### src/rtl/wb_pkg.sv
`default_nettype none
// +----------------------------------------------------------------------+
// | wb_pkg: result-source, FSM state and counter definitions shared by   |
// | the write-back stage.                           Revision: 1.0        |
// +----------------------------------------------------------------------+
package wb_pkg;

  localparam int RETIRE_WIDTH = 16;

  typedef enum logic [1:0] {
    WB_ALU  = 2'b00,
    WB_MEM  = 2'b01,
    WB_IN   = 2'b10,
    WB_SWAP = 2'b11
  } wb_sel_e;

  typedef enum logic [0:0] {
    ST_RUN   = 1'b0,
    ST_SWAP2 = 1'b1
  } wb_state_e;

endpackage
`default_nettype wire

### src/rtl/wb_result_mux.sv
`default_nettype none
// +----------------------------------------------------------------------+
// | wb_result_mux: selects the register-file write data from the result  |
// | source and the SWAP phase.                      Revision: 1.0        |
// +----------------------------------------------------------------------+
module wb_result_mux
  import wb_pkg::*;
#(
  parameter int DATA_WIDTH = 16
) (
  input  logic [1:0]            sel,
  input  logic                  in_swap2,
  input  logic [DATA_WIDTH-1:0] alu_result,
  input  logic [DATA_WIDTH-1:0] mem_data,
  input  logic [DATA_WIDTH-1:0] port_data,
  input  logic [DATA_WIDTH-1:0] swap_data,
  output logic [DATA_WIDTH-1:0] result
);

  always_comb begin
    result = alu_result;
    if (in_swap2) begin
      result = swap_data;
    end else begin
      case (sel)
        WB_ALU:  result = alu_result;
        WB_MEM:  result = mem_data;
        WB_IN:   result = port_data;
        WB_SWAP: result = alu_result;
        default: result = alu_result;
      endcase
    end
  end

endmodule
`default_nettype wire

### src/rtl/wb_writeback_stage.sv
`default_nettype none
// +----------------------------------------------------------------------+
// | wb_writeback_stage: MEM/WB register, SWAP serialisation FSM, write   |
// | port / forwarding outputs and retire counter.   Revision: 1.0        |
// +----------------------------------------------------------------------+
module wb_writeback_stage
  import wb_pkg::*;
#(
  parameter int DATA_WIDTH    = 16,
  parameter int ADDRESS_WIDTH = 3
) (
  input  logic                     clk,
  input  logic                     rst,
  input  logic                     in_valid,
  input  logic                     in_wb_en,
  input  logic [1:0]               in_wb_sel,
  input  logic [ADDRESS_WIDTH-1:0] in_rdst,
  input  logic [ADDRESS_WIDTH-1:0] in_rsrc,
  input  logic [DATA_WIDTH-1:0]    in_alu_result,
  input  logic [DATA_WIDTH-1:0]    in_mem_data,
  input  logic [DATA_WIDTH-1:0]    in_port_data,
  input  logic [DATA_WIDTH-1:0]    in_swap_data,
  output logic                     stall,
  output logic                     write_enable,
  output logic [ADDRESS_WIDTH-1:0] write_address,
  output logic [DATA_WIDTH-1:0]    write_data,
  output logic                     fwd_valid,
  output logic [ADDRESS_WIDTH-1:0] fwd_address,
  output logic [DATA_WIDTH-1:0]    fwd_data,
  output logic [RETIRE_WIDTH-1:0]  retire_count
);

  wb_state_e                 state_q, state_d;
  logic                      valid_q, valid_d;
  logic                      wb_en_q, wb_en_d;
  logic [1:0]                sel_q, sel_d;
  logic [ADDRESS_WIDTH-1:0]  rdst_q, rdst_d;
  logic [ADDRESS_WIDTH-1:0]  rsrc_q, rsrc_d;
  logic [DATA_WIDTH-1:0]     alu_q, alu_d;
  logic [DATA_WIDTH-1:0]     mem_q, mem_d;
  logic [DATA_WIDTH-1:0]     port_q, port_d;
  logic [DATA_WIDTH-1:0]     swap_q, swap_d;
  logic [RETIRE_WIDTH-1:0]   retire_q, retire_d;

  logic                      swap_start;
  logic                      in_swap2;
  logic                      retire_event;
  logic [DATA_WIDTH-1:0]     result;

  wb_result_mux #(
    .DATA_WIDTH (DATA_WIDTH)
  ) u_result_mux (
    .sel        (sel_q),
    .in_swap2   (in_swap2),
    .alu_result (alu_q),
    .mem_data   (mem_q),
    .port_data  (port_q),
    .swap_data  (swap_q),
    .result     (result)
  );

  always_comb begin
    in_swap2     = (state_q == ST_SWAP2);
    swap_start   = (state_q == ST_RUN) & valid_q & wb_en_q & (sel_q == WB_SWAP);
    retire_event = in_swap2 | ((state_q == ST_RUN) & valid_q & !swap_start);

    state_d = state_q;
    case (state_q)
      ST_RUN:   if (swap_start) state_d = ST_SWAP2;
      ST_SWAP2: state_d = ST_RUN;
      default:  state_d = ST_RUN;
    endcase

    // The slot is held only during the first SWAP cycle; SWAP2 frees it.
    valid_d = valid_q;
    wb_en_d = wb_en_q;
    sel_d   = sel_q;
    rdst_d  = rdst_q;
    rsrc_d  = rsrc_q;
    alu_d   = alu_q;
    mem_d   = mem_q;
    port_d  = port_q;
    swap_d  = swap_q;
    if (!swap_start) begin
      valid_d = in_valid;
      wb_en_d = in_wb_en;
      sel_d   = in_wb_sel;
      rdst_d  = in_rdst;
      rsrc_d  = in_rsrc;
      alu_d   = in_alu_result;
      mem_d   = in_mem_data;
      port_d  = in_port_data;
      swap_d  = in_swap_data;
    end

    retire_d = retire_event ? retire_q + RETIRE_WIDTH'(1) : retire_q;
  end

  always_ff @(posedge clk) begin
    if (rst) begin
      state_q  <= ST_RUN;
      valid_q  <= 1'b0;
      wb_en_q  <= 1'b0;
      sel_q    <= '0;
      rdst_q   <= '0;
      rsrc_q   <= '0;
      alu_q    <= '0;
      mem_q    <= '0;
      port_q   <= '0;
      swap_q   <= '0;
      retire_q <= '0;
    end else begin
      state_q  <= state_d;
      valid_q  <= valid_d;
      wb_en_q  <= wb_en_d;
      sel_q    <= sel_d;
      rdst_q   <= rdst_d;
      rsrc_q   <= rsrc_d;
      alu_q    <= alu_d;
      mem_q    <= mem_d;
      port_q   <= port_d;
      swap_q   <= swap_d;
      retire_q <= retire_d;
    end
  end

  always_comb begin
    stall         = swap_start & !rst;
    write_enable  = !rst & (in_swap2 | (valid_q & wb_en_q));
    write_address = in_swap2 ? rsrc_q : rdst_q;
    write_data    = result;
    fwd_valid     = write_enable;
    fwd_address   = write_address;
    fwd_data      = write_data;
    retire_count  = retire_q;
  end

endmodule
`default_nettype wire

### config.mk
export PLATFORM = sky130hd
export DESIGN_NAME = wb_writeback_stage
export DESIGN_NICKNAME = d
export VERILOG_FILES = /design/src/rtl/wb_pkg.sv /design/src/rtl/wb_result_mux.sv /design/src/rtl/wb_writeback_stage.sv
export SDC_FILE = /design/constraint.sdc
export NUM_CORES = 1
export LEC_CHECK = 0
export ABC_AREA = 1
export BUFFER_PORTS_ARGS = -buffer_cell sky130_fd_sc_hd__buf_2
export CORE_UTILIZATION = 55
export CTS_CLUSTER_DIAMETER = 200
export DETAILED_ROUTE_END_ITERATION = 12
export PLACE_DENSITY = 0.85
export SYNTH_ARGS = -nofsm -noshare
export SYNTH_HDL_FRONTEND = slang
export SYNTH_SLANG_ARGS = --single-unit
### constraint.sdc
create_clock -name clk -period 4.55 [get_ports clk]
set_input_delay 0.91 -clock clk [delete_from_list [all_inputs] [get_ports clk]]
set_output_delay 0.91 -clock clk [all_outputs]
set_load 0.05 [all_outputs]
; Word level (Yosys, flattened, before mapping)
; Cells that the tools add are included.
[classes]
magnitude_cmp = 0
eq_ne = 3
addsub = 1
n_reduce_logical = 4
bitwise_logic = 10
mux = 5
div_mod_pow = 0
shift = 0
mul = 0
[ops]
columns = op, n
row1 = $pmux 16 s3, 1
row2 = $add 16x1->16 const B, 1
row3 = $mux 16, 1
row4 = $and 1x1->1, 7
row5 = $eq 2x2->1 const B, 2
row6 = $mux 3, 1
row7 = $eq 2x1->1 const B, 1
row8 = $logic_not 1->1, 2
row9 = $logic_not 2->1, 1
row10 = $or 1x1->1, 2
row11 = $pmux 1 s2, 1
row12 = $reduce_or 2->1, 1
row13 = $mux 1, 1
row14 = $not 1->1, 1
[word_totals]
mem_bits_rw = 0
register_bits = 91
mem_count = 0
latch_bits = 0
mem_bits_ro = 0

; Logic depth before layout (Yosys ltp)
[logic_depth]
ltp_word = 7
ltp_mapped = 11

; By module
; Synthesis repeated with hierarchy kept, for this count alone.
[hier_totals]
cells_unflattened = 635
hier_area_um2 = 4414.2
[by_module_without_submodules]
columns = module, cells_each, area_each_um2, seq_area_each_um2, instances
row1 = wb_writeback_stage, 492, 3703.6, 1821.7, 1
row2 = wb_result_mux, 143, 710.7, 0.0, 1

; Worst setup path after synthesis
; No wires, ideal clock.
[synth_timing]
path_type = register to output
from = reg sel_q[0]
to = out write_data[10]
n_path_buf = 3
arrival_ns = 2.396
slack_ns = 1.244
path_stages_with_launch = 9
cell_sequence = dfxtp_1 > inv_1 > ha_1 > clkbuf_1 > buf_2 > a22o_1 > nand2_1 > a21oi_1 > buf_4
[synth_via]
elab_chain_cells = 4
[synth_lines]
columns = element, line
row1 = start: declaration, wb_writeback_stage.sv:36  ; logic [1:0] sel_q, sel_d;
row2 = start signal: assignment, wb_writeback_stage.sv:116  ; sel_q <= sel_d;
row3 = $eq 2x2->1 / $logic_not 2->1 (equally long branches), wb_result_mux.sv:25  ; case (sel)
row4 = $reduce_or 2->1 (no source line), n/a
row5 = $pmux 16 s3 *, wb_result_mux.sv:25
row6 = $mux 16 *, wb_result_mux.sv:22  ; if (in_swap2) begin
row7 = end: declaration, wb_writeback_stage.sv:26  ; output logic [DATA_WIDTH-1:0] write_data,
; Every way passes the cells marked *; elsewhere a longest branch is shown, timed or not.

; Final worst setup path
[layout_timing]
from = reg sel_q[1]
to = out fwd_data[14]
[layout_via]
elab_chain_cells = 4
[layout_lines]
columns = element, line
row1 = $eq 2x2->1 / $logic_not 2->1 (equally long branches), wb_result_mux.sv:25
row2 = $reduce_or 2->1 (no source line), n/a
row3 = $pmux 16 s3 *, wb_result_mux.sv:25
row4 = $mux 16 *, wb_result_mux.sv:22
row5 = end: declaration, wb_writeback_stage.sv:29  ; output logic [DATA_WIDTH-1:0] fwd_data,
; Marks and branches as above.

==> summary.md <==
## Status
- **outcome** finished, final reports clean

## Critical path
- **CP dominant cell by count** sky130_fd_sc_hd__inv_1
- **family of cells with the greatest summed delay on the critical path** buffers and inverters
- **critical path cell sequence** inv_1 > ha_1 > inv_1 > nand2_1 > a21oi_1 > buf_2
- **signal arrival time at the worst endpoint** 2460 ps
- **number of buffer and inverter instances along the worst setup path** 3
- **crit start category** register
- **slowest CP cell** sky130_fd_sc_hd__inv_1
- **WP data required** 3640 ps
- **Setup CP Type** register to output port
- **biggest fanout along the worst timing path** 17
- **critical path endpoint category** output port
- **delay of the slowest cell on the worst path** 570 ps

## Yosys
- **synthesized cell area** 4220 um^2
- **post-synthesis cell type count** 26
- **synthesis-stage register bit count** 91
- **number of instances in the synthesized netlist** 592
- **biggest area contributors in the synthesized netlist** sky130_fd_sc_hd__dfxtp_1 (43%), sky130_fd_sc_hd__nor2_1 (18%), sky130_fd_sc_hd__o21ai_0 (5.9%)
- **average cell area after synthesis** 7.13 um^2
- **total nets after synthesis** 672
- **share of the yosys chip area belonging to registers** 0.432
- **cell taking the most area after synthesis** sky130_fd_sc_hd__dfxtp_1
- **fraction of synthesized cell area taken by the top area cell type** 0.432
- **synthesis warning total** 0

## GRT
- **number of antenna violations at the first check in global routing** 0
- **via count of the first global-routing pass** 3,669
- **pin count of the biggest net entering global routing** 87
- **Overflow after GRT** 0
- **first-pass GRT wire length** 16.3 mm
- **total global routing track utilization** 0.262

## CTS
- **root cell of the clock tree** sky130_fd_sc_hd__clkbuf_8
- **cts hold-fix bufs** 0
- **clock insertion delay at the later pin of the skew report** 350 ps
- **count of H-tree levels built during CTS** 3
- **Post-CTS Setup Repair Bufs** 0
- **Clock Tree Buf Depth** 2
- **number of clock sinks** 91
- **TritonCTS Buffers** 9
- **post-CTS sizing** 0
- **CTS tree** yes
- **clock-pin slew on the worst setup and hold paths** 80 ps

## Routing
- **number of detailed-routing iterations run before antenna repair** 4
- **final routed wire length divided by cell count** 13.1 um
- **number of design-rule violations left by the first detailed-router iteration** 181
- **vias after detailed routing** 4,070
- **DR vias/cell** 5.20
- **DRC Markers** 0
- **final wirelength** 10.2 mm
- **final antenna-violating net count** 0

## Timing
- **worst slack on hold paths** 488 ps
- **final worst clock skew** 9.96 ps
- **unrepaired setup endpoints after global routing** no
- **Tcrit/Tclk final** 0.741
- **Least-Margin Pin Slew** 1170 ps
- **top achievable clock speed** 296 MHz
- **slew margin rel.** 0.218
- **Final setup viols** 0
- **post-layout minimum cycle time** 3370 ps
- **hold violation total from the final report** 0
- **Final Max Tran Viols** 0
- **Setup Total Neg Slack** 0 ps

## Placed design
- **number of buffers added on ports** 132
- **detailed placement HPWL** 6.97 mm
- **routability congestion estimate** 0.857

## Pwr
- **NetSw** 0.489 mW
- **switching share of power** 0.284
- **design internal power** 1.24 mW
- **IR drop worst, VDD** 0.178 mV
- **leakage power** 2.53 nW
- **clock share of power** 0.350
- **share of total power in sequential cells** 0.495
- **power density cells** 354 nW/um^2
- **combinational power share** 0.156

## Finish
- **most frequent cells in the layout** sky130_fd_sc_hd__nor2_1 (197), sky130_fd_sc_hd__buf_2 (132), sky130_fd_sc_hd__dfxtp_1 (91)
- **leading cell type in the layout, fill and taps excluded** sky130_fd_sc_hd__nor2_1
- **relative area change from synthesis to final layout** 15.6%
- **count of filler cells inserted in the layout** 677
- **share of layout cells above drive strength 1** 0.238
- **number of nets in the final layout** 759
- **diode count** 0

## Die
- **Chip Height** 89.6 um
- **initial core utilization** 0.576
- **Die Area** 8030 um^2
- **standard-cell rows** 31
- **DIE WIDTH** 89.6 um
- **floorplan core area** 7330 um^2
- **IO Pins** 133

## Min path
- **class of the tightest hold or removal check** register to register

## Run
- **MaxCap Viol Count** 0

[stage by stage]
step	utilization	instance area, um^2	std cells	worst slack, ps	power [mW]
2_1_floorplan	-	4220	592	1240	1.08
3_3_place_gp	0.634	4650	767	1730	1.13
3_5_place_dp	0.634	4650	767	1600	1.14
4_1_cts	0.665	4880	783	1210	1.74
5_1_grt	0.665	4880	783	985	1.80
6_report	0.665	4880	783	1180	1.72
[power groups by stage]
stage | clock network [mW] | logic (mW) | registers, mW
after detailed placement | 0 | 0.268 | 0.872
after global routing | 0.648 | 0.290 | 0.857
after CTS | 0.614 | 0.269 | 0.853
final | 0.603 | 0.268 | 0.853
after global placement | 0 | 0.264 | 0.869
after floorplan | 0 | 0.209 | 0.871
[final timing paths]
path / start / endpoint / slack, ps / cells after the start
min reg2reg: alu_q[10] / alu_q[10] / 490 / 2
max reg2reg: in_swap2 / retire_count[10] / 1990 / 9
min: alu_q[10] / alu_q[10] / 490 / 2
max: sel_q[1] / fwd_data[14] / 1180 / 6
[layer usage]
metal | GRT usage | share of wire | up-vias
li1 | - | - | 2057
met1 | 0.330 | 0.45 | 1863
met2 | 0.453 | 0.48 | 131
met3 | 0.0356 | 0.051 | 19
met4 | 0.107 | 0.019 | 0
met5 | 0 | 0 | -
[flip-flops by register name, indices dropped and copies added (netlist names)]
name          flops
port_q           16
valid_q           1
swap_q           16
rdst_q            3
wb_en_q           1
in_swap2          1
alu_q            16
retire_count     16
sel_q             2
mem_q            16
rsrc_q            3
[worst reg2reg max path, stage by stage (launching register included)]
cell                      delay (ps)
sky130_fd_sc_hd__dfxtp_1         640
sky130_fd_sc_hd__buf_4           300
sky130_fd_sc_hd__nor2_1           90
sky130_fd_sc_hd__nand2_2          70
sky130_fd_sc_hd__buf_4           600
sky130_fd_sc_hd__nand2_4         260
sky130_fd_sc_hd__nor2_4          220
sky130_fd_sc_hd__nand3_1         120
sky130_fd_sc_hd__nor2_1          100
sky130_fd_sc_hd__nor2_1           50
[cells in the mapped netlist (all sizes together)]
library cell / count
inv: 24
nand3b: 1
buf: 48
nand2: 62
a21oi: 40
nor3: 2
a22o: 16
o21bai: 2
xor2: 1
nand3: 11
nor2: 202
o21ai: 77
nand4: 1
clkbuf: 10
dfxtp: 91
ha: 4
[kinds of logic (layout without fill, tap and decap cells)]
logic type      Yosys count  after routing  synth area share
buf+inv                  82            174             0.109
xor+xnor                  1              1           0.00208
fa+ha+maj                 4              4            0.0119
compound gates          135            135             0.176
simple gates            279            279             0.270
flops                    91             91             0.432
[layout make-up]
class,instances,area [um^2],area share
Timing Repair Buffer,134,676,0.139
Inverter,24,90.1,0.0185
Clock inverter,6,88.8,0.0182
Clock buffer,10,138,0.0282
Multi-Input combinational cell,419,1940,0.398
Sequential cell,91,1820,0.374
Tap cell,99,124,0.0254
No activity file was read; power rests on OpenSTA's default activity.
